## config.mk

```make
export PLATFORM = sky130hd
export DESIGN_NAME = cpu_run_ctrl_flat
export DESIGN_NICKNAME = d
export VERILOG_FILES = /design/src/rtl/cpu_run_ctrl_if.sv /design/src/rtl/cpu_run_ctrl.sv /design/src/flat_wrapper.sv
export SDC_FILE = /design/constraint.sdc
export NUM_CORES = 1
export LEC_CHECK = 0
export CORE_UTILIZATION = 25
export CTS_CLUSTER_SIZE = 16
export DETAILED_ROUTE_END_ITERATION = 7
export DONT_BUFFER_PORTS = 1
export GPL_TIMING_DRIVEN = 0
export PLACE_DENSITY_LB_ADDON = 0.3
export SLEW_MARGIN = 20
export SYNTH_ARGS = -nofsm -noshare
export SYNTH_HDL_FRONTEND = slang
export SYNTH_SLANG_ARGS = --single-unit
```

## constraint.sdc

```tcl
create_clock -name clk -period 2.95 [get_ports clk]
set_input_delay 0.7375 -clock clk [delete_from_list [all_inputs] [get_ports clk]]
set_output_delay 0.7375 -clock clk [all_outputs]
set_load 0.03 [all_outputs]
```

## src/rtl/cpu_run_ctrl_if.sv

```systemverilog
// Bundle between the debug/control front end and the run controller.
// The front end (master) issues run/quit/step commands and stall requests.
// The controller (slave) returns the stall, flush and status outputs.
interface cpu_run_ctrl_if #(
  parameter int STAGES = 4,
  parameter int NSTALL = 2,
  parameter int CNT_W  = 16
);
  logic [NSTALL-1:0] stall_src;
  logic              cpu_start;
  logic              quit_cmd;
  logic              step_cmd;
  logic [CNT_W-1:0]  step_num;
  logic              stall;
  logic [STAGES-1:0] stall_dly;
  logic              stall_1shot;
  logic              stall_fin;
  logic              stall_fin2;
  logic [STAGES:0]   rst_pipe;
  logic [1:0]        run_state;
  logic              step_done;

  modport master (
    output stall_src, cpu_start, quit_cmd, step_cmd, step_num,
    input  stall, stall_dly, stall_1shot, stall_fin, stall_fin2,
           rst_pipe, run_state, step_done
  );

  modport slave (
    input  stall_src, cpu_start, quit_cmd, step_cmd, step_num,
    output stall, stall_dly, stall_1shot, stall_fin, stall_fin2,
           rst_pipe, run_state, step_done
  );
endinterface

```

## src/rtl/cpu_run_ctrl.sv

```systemverilog
// CPU run/stall/pipe-reset controller.
// HALT/RUN/STEP state machine drives a global stall, a per-stage delayed
// stall chain with edge pulses, and a per-stage pipeline flush pulse chain.
// STEP retires a programmed number of unstalled cycles and then halts
// without flushing, so the pipeline state carries over to the next step.
module cpu_run_ctrl #(
  parameter int STAGES = 4,
  parameter int NSTALL = 2,
  parameter int CNT_W  = 16
) (
  input logic           clk,
  input logic           rst_n,
  cpu_run_ctrl_if.slave bus
);

  typedef enum logic [1:0] {
    ST_HALT = 2'b00,
    ST_RUN  = 2'b01,
    ST_STEP = 2'b10
  } state_t;

  state_t            state_q,     state_d;
  logic [CNT_W-1:0]  step_cnt_q,  step_cnt_d;
  logic [STAGES-1:0] stall_dly_q, stall_dly_d;
  logic [STAGES:0]   rst_pipe_q,  rst_pipe_d;
  logic              step_done_q, step_done_d;
  logic              stall;
  logic              flush;

  // Global stall: anything but RUN/STEP holds the pipe, as does any source.
  assign stall = (state_q == ST_HALT) | (|bus.stall_src);

  // Next-state, step counter, flush trigger and completion pulse.
  always_comb begin
    state_d     = state_q;
    step_cnt_d  = step_cnt_q;
    step_done_d = 1'b0;
    flush       = 1'b0;
    case (state_q)
      ST_HALT: begin
        if (bus.quit_cmd) begin
          state_d = ST_HALT;
        end else if (bus.cpu_start) begin
          state_d = ST_RUN;
          flush   = 1'b1;
        end else if (bus.step_cmd && (bus.step_num != '0)) begin
          state_d    = ST_STEP;
          step_cnt_d = bus.step_num;
          flush      = 1'b1;
        end
      end
      ST_RUN: begin
        if (bus.quit_cmd) begin
          state_d = ST_HALT;
          flush   = 1'b1;
        end
      end
      ST_STEP: begin
        if (bus.quit_cmd) begin
          state_d = ST_HALT;
          flush   = 1'b1;
        end else if (!stall) begin
          // Only unstalled cycles count; the last one halts without a flush.
          if (step_cnt_q == CNT_W'(1)) begin
            state_d     = ST_HALT;
            step_cnt_d  = '0;
            step_done_d = 1'b1;
          end else if (step_cnt_q != '0) begin
            step_cnt_d = step_cnt_q - CNT_W'(1);
          end
        end
      end
      default: state_d = ST_HALT;
    endcase
  end

  // Delay chains: stall history and flush pulse, one stage per cycle.
  always_comb begin
    stall_dly_d = {stall_dly_q[STAGES-2:0], stall};
    rst_pipe_d  = {rst_pipe_q[STAGES-1:0], flush};
  end

  // All state; stall chain resets high so the pipe comes up stalled.
  always_ff @(posedge clk or negedge rst_n) begin
    if (!rst_n) begin
      state_q     <= ST_HALT;
      step_cnt_q  <= '0;
      stall_dly_q <= '1;
      rst_pipe_q  <= '0;
      step_done_q <= 1'b0;
    end else begin
      state_q     <= state_d;
      step_cnt_q  <= step_cnt_d;
      stall_dly_q <= stall_dly_d;
      rst_pipe_q  <= rst_pipe_d;
      step_done_q <= step_done_d;
    end
  end

  assign bus.stall       = stall;
  assign bus.stall_dly   = stall_dly_q;
  assign bus.stall_1shot = stall & ~stall_dly_q[0];
  assign bus.stall_fin   = ~stall & stall_dly_q[0];
  assign bus.stall_fin2  = ~stall_dly_q[0] & stall_dly_q[1];
  assign bus.rst_pipe    = rst_pipe_q;
  assign bus.run_state   = state_q;
  assign bus.step_done   = step_done_q;

endmodule

```

## src/flat_wrapper.sv

```systemverilog
// flat-port wrapper written by rule: the top's interface ports become plain ports
module cpu_run_ctrl_flat 
#(
  parameter int STAGES = 4,
  parameter int NSTALL = 2,
  parameter int CNT_W  = 16
)
  (clk, rst_n, bus_stall_src, bus_cpu_start, bus_quit_cmd, bus_step_cmd, bus_step_num, bus_stall, bus_stall_dly, bus_stall_1shot, bus_stall_fin, bus_stall_fin2, bus_rst_pipe, bus_run_state, bus_step_done);
  cpu_run_ctrl_if #(.STAGES(STAGES), .NSTALL(NSTALL), .CNT_W(CNT_W)) bus_i ();
  input logic clk;
  input logic rst_n;
  input wire logic [$bits(bus_i.stall_src)-1:0] bus_stall_src;
  input wire logic [$bits(bus_i.cpu_start)-1:0] bus_cpu_start;
  input wire logic [$bits(bus_i.quit_cmd)-1:0] bus_quit_cmd;
  input wire logic [$bits(bus_i.step_cmd)-1:0] bus_step_cmd;
  input wire logic [$bits(bus_i.step_num)-1:0] bus_step_num;
  output wire logic [$bits(bus_i.stall)-1:0] bus_stall;
  output wire logic [$bits(bus_i.stall_dly)-1:0] bus_stall_dly;
  output wire logic [$bits(bus_i.stall_1shot)-1:0] bus_stall_1shot;
  output wire logic [$bits(bus_i.stall_fin)-1:0] bus_stall_fin;
  output wire logic [$bits(bus_i.stall_fin2)-1:0] bus_stall_fin2;
  output wire logic [$bits(bus_i.rst_pipe)-1:0] bus_rst_pipe;
  output wire logic [$bits(bus_i.run_state)-1:0] bus_run_state;
  output wire logic [$bits(bus_i.step_done)-1:0] bus_step_done;
  assign bus_i.stall_src = bus_stall_src;
  assign bus_i.cpu_start = bus_cpu_start;
  assign bus_i.quit_cmd = bus_quit_cmd;
  assign bus_i.step_cmd = bus_step_cmd;
  assign bus_i.step_num = bus_step_num;
  assign bus_stall = bus_i.stall;
  assign bus_stall_dly = bus_i.stall_dly;
  assign bus_stall_1shot = bus_i.stall_1shot;
  assign bus_stall_fin = bus_i.stall_fin;
  assign bus_stall_fin2 = bus_i.stall_fin2;
  assign bus_rst_pipe = bus_i.rst_pipe;
  assign bus_run_state = bus_i.run_state;
  assign bus_step_done = bus_i.step_done;
  cpu_run_ctrl #(.STAGES(STAGES), .NSTALL(NSTALL), .CNT_W(CNT_W)) u_core (.clk(clk), .rst_n(rst_n), .bus(bus_i));
endmodule
```

==> results of run 1 <==
-- registers in the layout, indices dropped and copies added, names as in the netlist --
signal                flops
u_core.step_cnt_q        16
u_core.bus.rst_pipe       5
u_core.bus.run_state      2
u_core.bus.stall_dly      4
u_core.bus.step_done      1
-- per-stage QoR --
stage | hold slack [ns] | power [mW] | utilization [%] | TNS [ns]
after floorplan | 0.425 | 1.08 | - | 0
after global placement | 0.433 | 1.20 | 27.8 | 0
after detailed placement | 0.431 | 1.20 | 27.8 | 0
after CTS | 0.120 | 1.53 | 28.9 | 0
after global routing | 0.102 | 1.64 | 29.0 | -0.0402
final | 0.131 | 1.53 | 29.0 | 0
-- what timing repair did --
| action | 4_1_cts | 5_1_grt |
|---|---|---|
| endpoints found under the hold margin | 0 | 0 |
| setup endpoints to repair | 0 | 2 |
| buffers inserted | 0 | 0 |
-- final timing paths --
check | startpoint | endpoint | depth (start not counted)
worst max-delay path | u_core.bus.run_state[0] | bus_stall_fin | 4
worst min-delay path | rst_n | u_core.bus.rst_pipe[4] | 0
worst max register to register | u_core.step_cnt_q[1] | u_core.bus.run_state[1] | 7
worst min register to register | u_core.bus.stall_dly[2] | u_core.bus.stall_dly[3] | 0
max in group asynchronous | rst_n | u_core.bus.stall_dly[0] | 0
min in group clk | u_core.bus.stall_dly[2] | u_core.bus.stall_dly[3] | 0
-- area by class of cell --
| cell class | count | area [um2] |
|---|---|---|
| Buffer | 7 | 40.0 |
| Clock buffer | 3 | 41.3 |
| Clock inverter | 1 | 30.0 |
| Fill cell | 680 | 4560 |
| Inverter | 11 | 41.3 |
| Multi-Input combinational cell | 133 | 906 |
| Sequential cell | 28 | 706 |
| Tap cell | 77 | 96.3 |
-- cell usage after synthesis, types with 2 or more instances --
| cell | instances |
|---|---|
| and2_1 | 2 |
| nand4_1 | 2 |
| dfstp_2 | 4 |
| o31ai_1 | 8 |
| nor3b_1 | 3 |
| mux2i_1 | 2 |
| o211ai_1 | 9 |
| nor3_1 | 4 |
| o311ai_0 | 3 |
| dfrtp_1 | 24 |
| a32oi_1 | 3 |
| inv_1 | 11 |
| nor4_1 | 10 |
| nor2_1 | 14 |
| a21oi_1 | 12 |
| buf_2 | 2 |
| ha_1 | 6 |
| a31oi_1 | 4 |
| nor2b_1 | 4 |
| or3_1 | 3 |
| nand2_1 | 15 |
| o21ai_0 | 5 |
| clkbuf_1 | 3 |
-- kinds of logic (layout without fill, tap and decap cells) --
family	after synthesis	in the layout	synth area share [%]
adders and majority gates	6	6	4.45
AOI/OAI and AO/OA	55	55	23.2
DFF	28	28	41.8
muxes	4	4	2.52
buffers and inverters	18	22	4.82
and+or+nand+nor	68	68	23.1
-- routing by layer --
layer	GRT usage, %	up-vias
li1	-	693
met1	19.0	709
met2	21.9	37
met3	3.64	6
met4	5.49	0
met5	0	-
-- critical path, stage by stage, from the launching register on --
cell	delay [ns]
dfrtp_1	0.57
inv_1	0.14
ha_1	0.27
nor3_1	0.41
and2_1	0.37
-- power by group --
group | internal, mW | switching [mW] | total (mW)
logic | 0.186 | 0.265 | 0.451
clock network | 0.182 | 0.137 | 0.319
registers | 0.523 | 0.234 | 0.757
==> run metrics, run 1 <==
drt first pass iters=6; Hold Crit Class=in -> async; dpl ws=0.0717 ns; critical path arrival=2.05 ns; FFs w/ async S/R, synth=100%; maximum vdd drop=0.206 mV; starting density of the core=26.3%; worst-case clock buffer depth=2; fraction of layout cells with a size suffix above 1=11.5%; CTS buffer count=3; core area=6420 um2; RSZ-0062 raised after global routing=yes; Synth Cell Area=1690 um2; post-route non-filler standard cell count=260; via count of the first global-routing pass=1426; CTS tree=yes; Post-Syn Nets=208; critical path endpoint category=output port; DRC errors left=2; # rows=29; failing checks=DRC; Layout Nets=213; IO Port Bufs=0; Fmax=0.358 GHz; GR Overflow Total=0; initial antenna violation count=0; DIE HEIGHT=84.1 um; Final Cell Area=1860 um2; status=finished with violations; Placed Instance Area=1780 um2; vias=1445; WP data required=2.21 ns; WS Path Type=reg -> out; relative slew slack=32.3%; max-slew violations=0; pin count of the biggest net entering global routing=29; R2R Setup Slk=0.20 ns; global placement routability congestion=0.848; met2 routed WL=2130 um; first-pass GRT wire length=7720 um; root buf cell=clkbuf_8; number of synthesized flops with an enable pin=0; synth unique cells=49; IO Pins=39; worst-margin pin slew=1.01 ns; n_diodes=0; # setup viols final=0; initial DRC count=68; clk_lat worst skew=0.28 ns; leading area contributor after synthesis=dfrtp_1; Leak=0.695 nW; Post-Route Skew=0.00258 ns; minimum clock period=2.79 ns; crit-path max FO=5; sequential fraction of the synthesis area=41.8%; most frequent cells in the layout=dfrtp_1 (24), nand2_1 (15), nor2_1 (14); post-synth top area share=35.6%; Detail Route Antenna Nets=0; H-tree depth=1; DR top layer=met4; crit start category=register; Final period util=94.6%; Synth Flop Type=dfrtp_1; post-DR vias/cell=5.56; hpwl dp=3380 um; Yosys reg bits=28; Setup WS post-layout=0.160 ns; final WL=4690 um; Total GRT Usage=14.2%; area growth from synthesis to layout=10.3%; pwr/cell area=821 nW/um2; Max-Cap Viols=0; Final Hold Vio Count=0; commonest non-fill, non-tap cell in the layout=dfrtp_1; Post-Syn Area per Cell=9.42 um2; Cells after DPL=256; routed wire length on met3=334 um; synth warn=0; die span in x=84.1 um; clock slew at reported path FFs=0.11 ns; clock sinks=28; # resized after CTS=0; hold-fix buffers at CTS=0; Synth area leaders=dfrtp_1 (36%), dfstp_2 (6.2%), ha_1 (4.5%); Met1 Wirelength=2130 um; Die ar.=7080 um2; WL/cell=18.0 um; Post-Syn Instances=179
(Power assumes the default switching activity.)
==> run 2, diff against run 1 <==
--- a/config.mk
+++ b/config.mk
@@ -5,7 +5,8 @@
 export SDC_FILE = /design/constraint.sdc
 export NUM_CORES = 1
 export LEC_CHECK = 0
-export CORE_UTILIZATION = 25
+export CORE_UTILIZATION = 39
+export CTS_BUF_LIST = sky130_fd_sc_hd__clkbuf_4 sky130_fd_sc_hd__clkbuf_8
 export CTS_CLUSTER_SIZE = 16
 export DETAILED_ROUTE_END_ITERATION = 7
 export DONT_BUFFER_PORTS = 1
==> run metrics, run 2 (synthesized netlist as in run 1, its figures left out) <==
initial DRC count=113 (was 68); Hold Crit Class=in -> async (unchanged); GR Overflow Total=0 (unchanged); fraction of layout cells with a size suffix above 1=12.0% (was 11.5%); pwr/cell area=827 nW/um2 (was 821 nW/um2); clock sinks=28 (unchanged); clock slew at reported path FFs=0.11 ns (about the same); status=complete, no violations (was finished with violations); # rows=23 (was 29); relative slew slack=31.1% (was 32.3%); minimum clock period=2.71 ns (was 2.79 ns); commonest non-fill, non-tap cell in the layout=dfrtp_1 (unchanged); WP data required=3.12 ns (was 2.21 ns); area of the multi-input gates=911 um2 (was 906 um2); Fill cells=424 (was 680); via count of the first global-routing pass=1452 (was 1426); crit-path leading delay family=simple AND/OR/NAND/NOR gates (unchanged); starting density of the core=41.3% (was 26.3%); dpl ws=0.178 ns (was 0.0717 ns); pin count of the biggest net entering global routing=29 (unchanged); maximum vdd drop=0.240 mV (was 0.206 mV); Fmax=0.369 GHz (was 0.358 GHz); Die ar.=4590 um2 (was 7080 um2); WS Path Type=reg -> reg (was reg -> out); setup_tns=0 ns (unchanged); IO Port Bufs=0 (unchanged); Detail Route Antenna Nets=0 (unchanged); core area=4090 um2 (was 6420 um2); hpwl dp=3210 um (was 3380 um); Leak=0.696 nW (was 0.695 nW); crit-path max FO=4 (was 5); die span in x=67.8 um (was 84.1 um); Final Hold Vio Count=0 (unchanged); critical path arrival=2.87 ns (was 2.05 ns); worst-case clock buffer depth=2 (unchanged); max-slew violations=0 (unchanged); Top reg by flops=u_core.step_cnt_q (unchanged); RSZ-0062 raised after global routing=no (was yes); # setup viols final=0 (unchanged); crit-path cells=inv_1, ha_1, or4b_2, nor4_2, a31oi_1, a21oi_1, mux2_2 (was inv_1, ha_1, nor3_1, and2_1); WL/cell=18.7 um (was 18.0 um); area growth from synthesis to layout=8.61% (was 10.3%); post-DR vias/cell=6.50 (was 5.56); first-pass GRT wire length=6940 um (was 7720 um); worst-margin pin slew=1.02 ns (was 1.01 ns); Worst path slowest cell=or4b_2 (was dfrtp_1); H-tree depth=1 (unchanged); Buf/Inv on CP=1 (unchanged); drt first pass iters=4 (was 6); IO Pins=39 (unchanged); initial antenna violation count=0 (unchanged); CTS tree=yes (unchanged); Layout Nets=213 (unchanged); crit start category=register (unchanged); n_diodes=0 (unchanged); critical path endpoint category=register (was output port); Max-Cap Viols=0 (unchanged); register area=706 um2 (unchanged); global placement routability congestion=0.892 (was 0.848); DIE HEIGHT=67.8 um (was 84.1 um); Post-Route Skew=0.0116 ns (was 0.00258 ns); vias=1515 (was 1445); final WL=4360 um (was 4690 um); DRC errors left=0 (was 2); hold-fix buffers at CTS=0 (unchanged); root buf cell=clkbuf_8 (unchanged); max reg flops=16 (unchanged); Total GRT Usage=20.6% (was 14.2%); Final period util=91.8% (was 94.6%); most frequent cells in the layout=dfrtp_1 (24), nand2_1 (15), nor2_1 (14) (unchanged); clk_lat worst skew=0.28 ns (about the same); CP peak stage delay=0.68 ns (was 0.57 ns); CTS buffer count=3 (unchanged); Setup WS post-layout=0.242 ns (was 0.160 ns)
## run 2: cell count changes in the layout (fill, tap and decap cells not counted)
cell and change:
a21boi_0 -1, a21boi_1 +1, nor3_1 -1, nor3_2 +1
## run 2: final timing paths
kind                                    startpoint  cells after the start  slack (ns)                       to
setup / recovery              u_core.step_cnt_q[1]                      7        0.24  u_core.bus.run_state[1]
hold / removal                               rst_n                      0        0.13     u_core.step_cnt_q[2]
setup reg to reg              u_core.step_cnt_q[1]                      7        0.24  u_core.bus.run_state[1]
hold reg to reg            u_core.bus.stall_dly[2]                      0        0.45  u_core.bus.stall_dly[3]
max in group asynchronous                    rst_n                      0        2.63  u_core.bus.stall_dly[3]
min in group clk           u_core.bus.stall_dly[2]                      0        0.45  u_core.bus.stall_dly[3]
## run 2: through the flow
step	total power, mW	hold slack, ns	instance area [um2]	utilization, %	cells
after floorplan	1.08	0.425	1690	-	179
after global placement	1.17	0.430	1750	42.8	229
after detailed placement	1.20	0.433	1750	42.8	229
after CTS	1.51	0.138	1820	44.5	233
after global routing	1.61	0.125	1830	44.8	233
final	1.52	0.135	1830	44.8	233
## run 2: report_power, final
group	internal, mW	total [mW]	switching (mW)	leakage [nW]
sequential	0.524	0.748	0.225	0.329
combinational	0.187	0.459	0.272	0.330
clock	0.182	0.308	0.126	0.0357
## run 2: routing by layer
| metal | global-route usage [%] | vias to the layer above | share of wire [%] |
|---|---|---|---|
| met4 | 10.6 | 0 | 1.9 |
| met1 | 26.4 | 746 | 41 |
| met3 | 3.89 | 9 | 8.9 |
| li1 | - | 695 | - |
| met2 | 32.8 | 65 | 48 |
| met5 | 0 | - | 0 |
## run 2: final cells by class
type	count	area share [%]
well taps	50	3.42
inverters	11	2.25
multi-input cells	133	49.7
plain buffers	7	2.19
flip-flops and latches	28	38.5
clock buffers	3	2.25
clock inverters	1	1.64
## run 2: what timing repair did
item,CTS,global route
gates resized for setup,0,3
endpoints found under the hold margin,0,0
setup endpoints to repair,0,14
setup buffers,0,0
## run 2: worst reg2reg max path: cells and delay by family (launching register included)
| family | cells | cell delay, ns |
|---|---|---|
| AOI/OAI and AO/OA | 2 | 0.39 |
| adders and majority gates | 1 | 0.28 |
| DFF | 1 | 0.42 |
| muxes | 1 | 0.37 |
| and+or+nand+nor | 2 | 1.08 |
| buffers and inverters | 1 | 0.08 |
==> run 3, diff against run 2 <==
--- a/config.mk
+++ b/config.mk
@@ -5,6 +5,7 @@
 export SDC_FILE = /design/constraint.sdc
 export NUM_CORES = 1
 export LEC_CHECK = 0
+export ABC_AREA = 1
 export CORE_UTILIZATION = 39
 export CTS_BUF_LIST = sky130_fd_sc_hd__clkbuf_4 sky130_fd_sc_hd__clkbuf_8
 export CTS_CLUSTER_SIZE = 16
==> run metrics, run 3 <==
initial DRC count=83 (was 113); WS Path Type=reg -> out (was reg -> reg); Total GRT Usage=17.1% (was 20.6%); IO Port Bufs=0 (unchanged); Synth area leaders=dfrtp_1 (33%), nand2_1 (25%), nor2_1 (6.6%) (was dfrtp_1 (36%), dfstp_2 (6.2%), ha_1 (4.5%)); worst-case clock buffer depth=2 (unchanged); Post-Route Skew=0.00306 ns (was 0.0116 ns); first-pass GRT wire length=6750 um (was 6940 um); RSZ-0062 raised after global routing=no (unchanged); Final Cell Area=1960 um2 (was 1830 um2); setup_tns=0 ns (unchanged); relative slew slack=56.8% (was 31.1%); setup bufs post-CTS=0 (unchanged); # setup viols final=0 (unchanged); worst-margin pin slew=0.650 ns (was 1.02 ns); hold-fix buffers at CTS=0 (unchanged); synth warn=0 (unchanged); Met1 Wirelength=1970 um (was 1780 um); count leader, synth=nand2_1 (was dfrtp_1); CTS tree=yes (unchanged); Post-Syn Instances=268 (was 179); synth unique cells=27 (was 49); WL/cell=12.3 um (was 18.7 um); Detail Route Antenna Nets=0 (unchanged); initial antenna violation count=0 (unchanged); fraction of layout cells with a size suffix above 1=9.19% (was 12.0%); starting density of the core=41.3% (about the same); CTS buffer count=3 (unchanged); Synth Cell Area=1820 um2 (was 1690 um2); via count of the first global-routing pass=1490 (was 1452); Post-Syn Area per Cell=6.81 um2 (was 9.42 um2); Top reg by flops=u_core.step_cnt_q (unchanged); met2 routed WL=1800 um (was 2110 um); Die ar.=4950 um2 (was 4590 um2); clock sinks=28 (unchanged); pwr/cell area=793 nW/um2 (was 827 nW/um2); pin count of the biggest net entering global routing=29 (unchanged); core area=4410 um2 (was 4090 um2); Synth Flop Type=dfrtp_1 (unchanged); n_diodes=0 (unchanged); WP data required=2.21 ns (was 3.12 ns); max-slew violations=0 (unchanged); clk_lat worst skew=0.28 ns (about the same); DRC errors left=0 (unchanged); Hold Crit Class=in -> async (unchanged); global placement routability congestion=0.824 (was 0.892); sequential fraction of the synthesis area=38.7% (was 41.8%); final WL=3990 um (was 4360 um); final core occ=44.5% (was 44.8%); clock slew at reported path FFs=0.10 ns (was 0.11 ns); post-synth top area share=32.9% (was 35.6%); minimum clock period=2.80 ns (was 2.71 ns); hpwl dp=3040 um (was 3210 um); die span in x=70.4 um (was 67.8 um); crit-path max FO=6 (was 4); Commonest cells post-synth=nand2_1 (122), nor2_1 (32), dfrtp_1 (24) (was dfrtp_1 (24), nand2_1 (15), nor2_1 (14)); Leak=1.06 nW (was 0.696 nW); Fmax=0.357 GHz (was 0.369 GHz); area growth from synthesis to layout=7.61% (was 8.61%); leading area contributor after synthesis=dfrtp_1 (unchanged); max reg flops=16 (unchanged); # resized after CTS=0 (unchanged); critical path endpoint category=output port (was register); # rows=24 (was 23); most frequent cells in the layout=nand2_1 (122), nor2_1 (31), dfrtp_1 (24) (was dfrtp_1 (24), nand2_1 (15), nor2_1 (14)); GR Overflow Total=0 (unchanged); status=complete, no violations (unchanged); hold_ws=0.141 ns (was 0.135 ns); Max-Cap Viols=0 (unchanged); DR top layer=met4 (unchanged); H-tree depth=1 (unchanged); routed wire length on met3=183 um (was 389 um); crit start category=register (unchanged); drt first pass iters=6 (was 4); IO Pins=39 (unchanged); Yosys reg bits=28 (unchanged); Layout Nets=302 (was 213); Post-Syn Nets=297 (was 208); number of synthesized flops with an enable pin=0 (unchanged); vias=1576 (was 1515); Final period util=94.9% (was 91.8%); DIE HEIGHT=70.4 um (was 67.8 um); commonest non-fill, non-tap cell in the layout=nand2_1 (was dfrtp_1); critical path arrival=2.06 ns (was 2.87 ns); Placed Instance Area=1890 um2 (was 1750 um2); FFs w/ async S/R, synth=100% (unchanged); maximum vdd drop=0.371 mV (was 0.240 mV); Final Hold Vio Count=0 (unchanged); root buf cell=clkbuf_8 (unchanged); post-DR vias/cell=4.86 (was 6.50)
run 3: cell count changes after synthesis, sizes merged, moves of 9 or more:
cell	previous run	this run
inv	11	24
nor2	14	38
a21oi	12	2
nand3	1	12
nand2	15	127
nor4	12	1
o211ai	9	0
run 3: final cells by class:
type | count | area [um2]
inverters | 25 | 96.3
multi-input cells | 211 | 993
clock buffers | 3 | 41.3
plain buffers | 4 | 31.3
clock inverters | 1 | 30.0
fillers | 449 | 2450
well taps | 52 | 65.1
flip-flops and latches | 28 | 706
run 3: kinds of logic (layout without fill, tap and decap cells):
kind of cell               after synthesis  count (layout)  synth area share, %
xor gates and xnor gates                 7               7                 3.36
adders and majority gates                6               6                 4.12
buffers and inverters                   29              33                 7.00
DFF                                     28              28                 38.7
and+or+nand+nor                        183             183                 42.7
AOI/OAI and AO/OA                       15              15                 4.12
run 3: critical path, stage by stage, from the launching register on:
cell     delay [ns]
dfrtp_1        0.59
inv_1          0.13
ha_1           0.25
inv_1          0.12
nand2_1        0.30
nor2_2         0.40
run 3: power by group:
group	switching, mW	internal, mW
combinational	0.338	0.214
sequential	0.195	0.503
clock	0.124	0.182
run 3: path summary, 6_finish.rpt:
check	startpoint	end	slack, ns	cells after the start
setup / recovery	u_core.bus.run_state[0]	bus_stall_fin	0.15	5
hold / removal	rst_n	u_core.step_cnt_q[11]	0.14	0
setup reg to reg	u_core.bus.run_state[0]	u_core.step_cnt_q[11]	0.70	12
hold reg to reg	u_core.bus.stall_dly[2]	u_core.bus.stall_dly[3]	0.44	0
max in group asynchronous	rst_n	u_core.bus.stall_dly[2]	2.63	0
min in group clk	u_core.bus.stall_dly[2]	u_core.bus.stall_dly[3]	0.44	0
run 3: stage by stage:
stage / setup WS (ns) / total power [mW] / std cells
after detailed placement: 0.339 / 1.25 / 320
final: 0.150 / 1.56 / 324
after floorplan: 0.481 / 1.14 / 268
after global routing: 0.0574 / 1.68 / 324
after global placement: 0.351 / 1.24 / 320
after CTS: 0.0198 / 1.57 / 324
run 3: layer usage:
metal / vias to the layer above / track usage [%]
met4: 0 / 4.00
li1: 825 / -
met5: - / 0
met3: 4 / 3.61
met1: 716 / 23.3
met2: 31 / 27.8
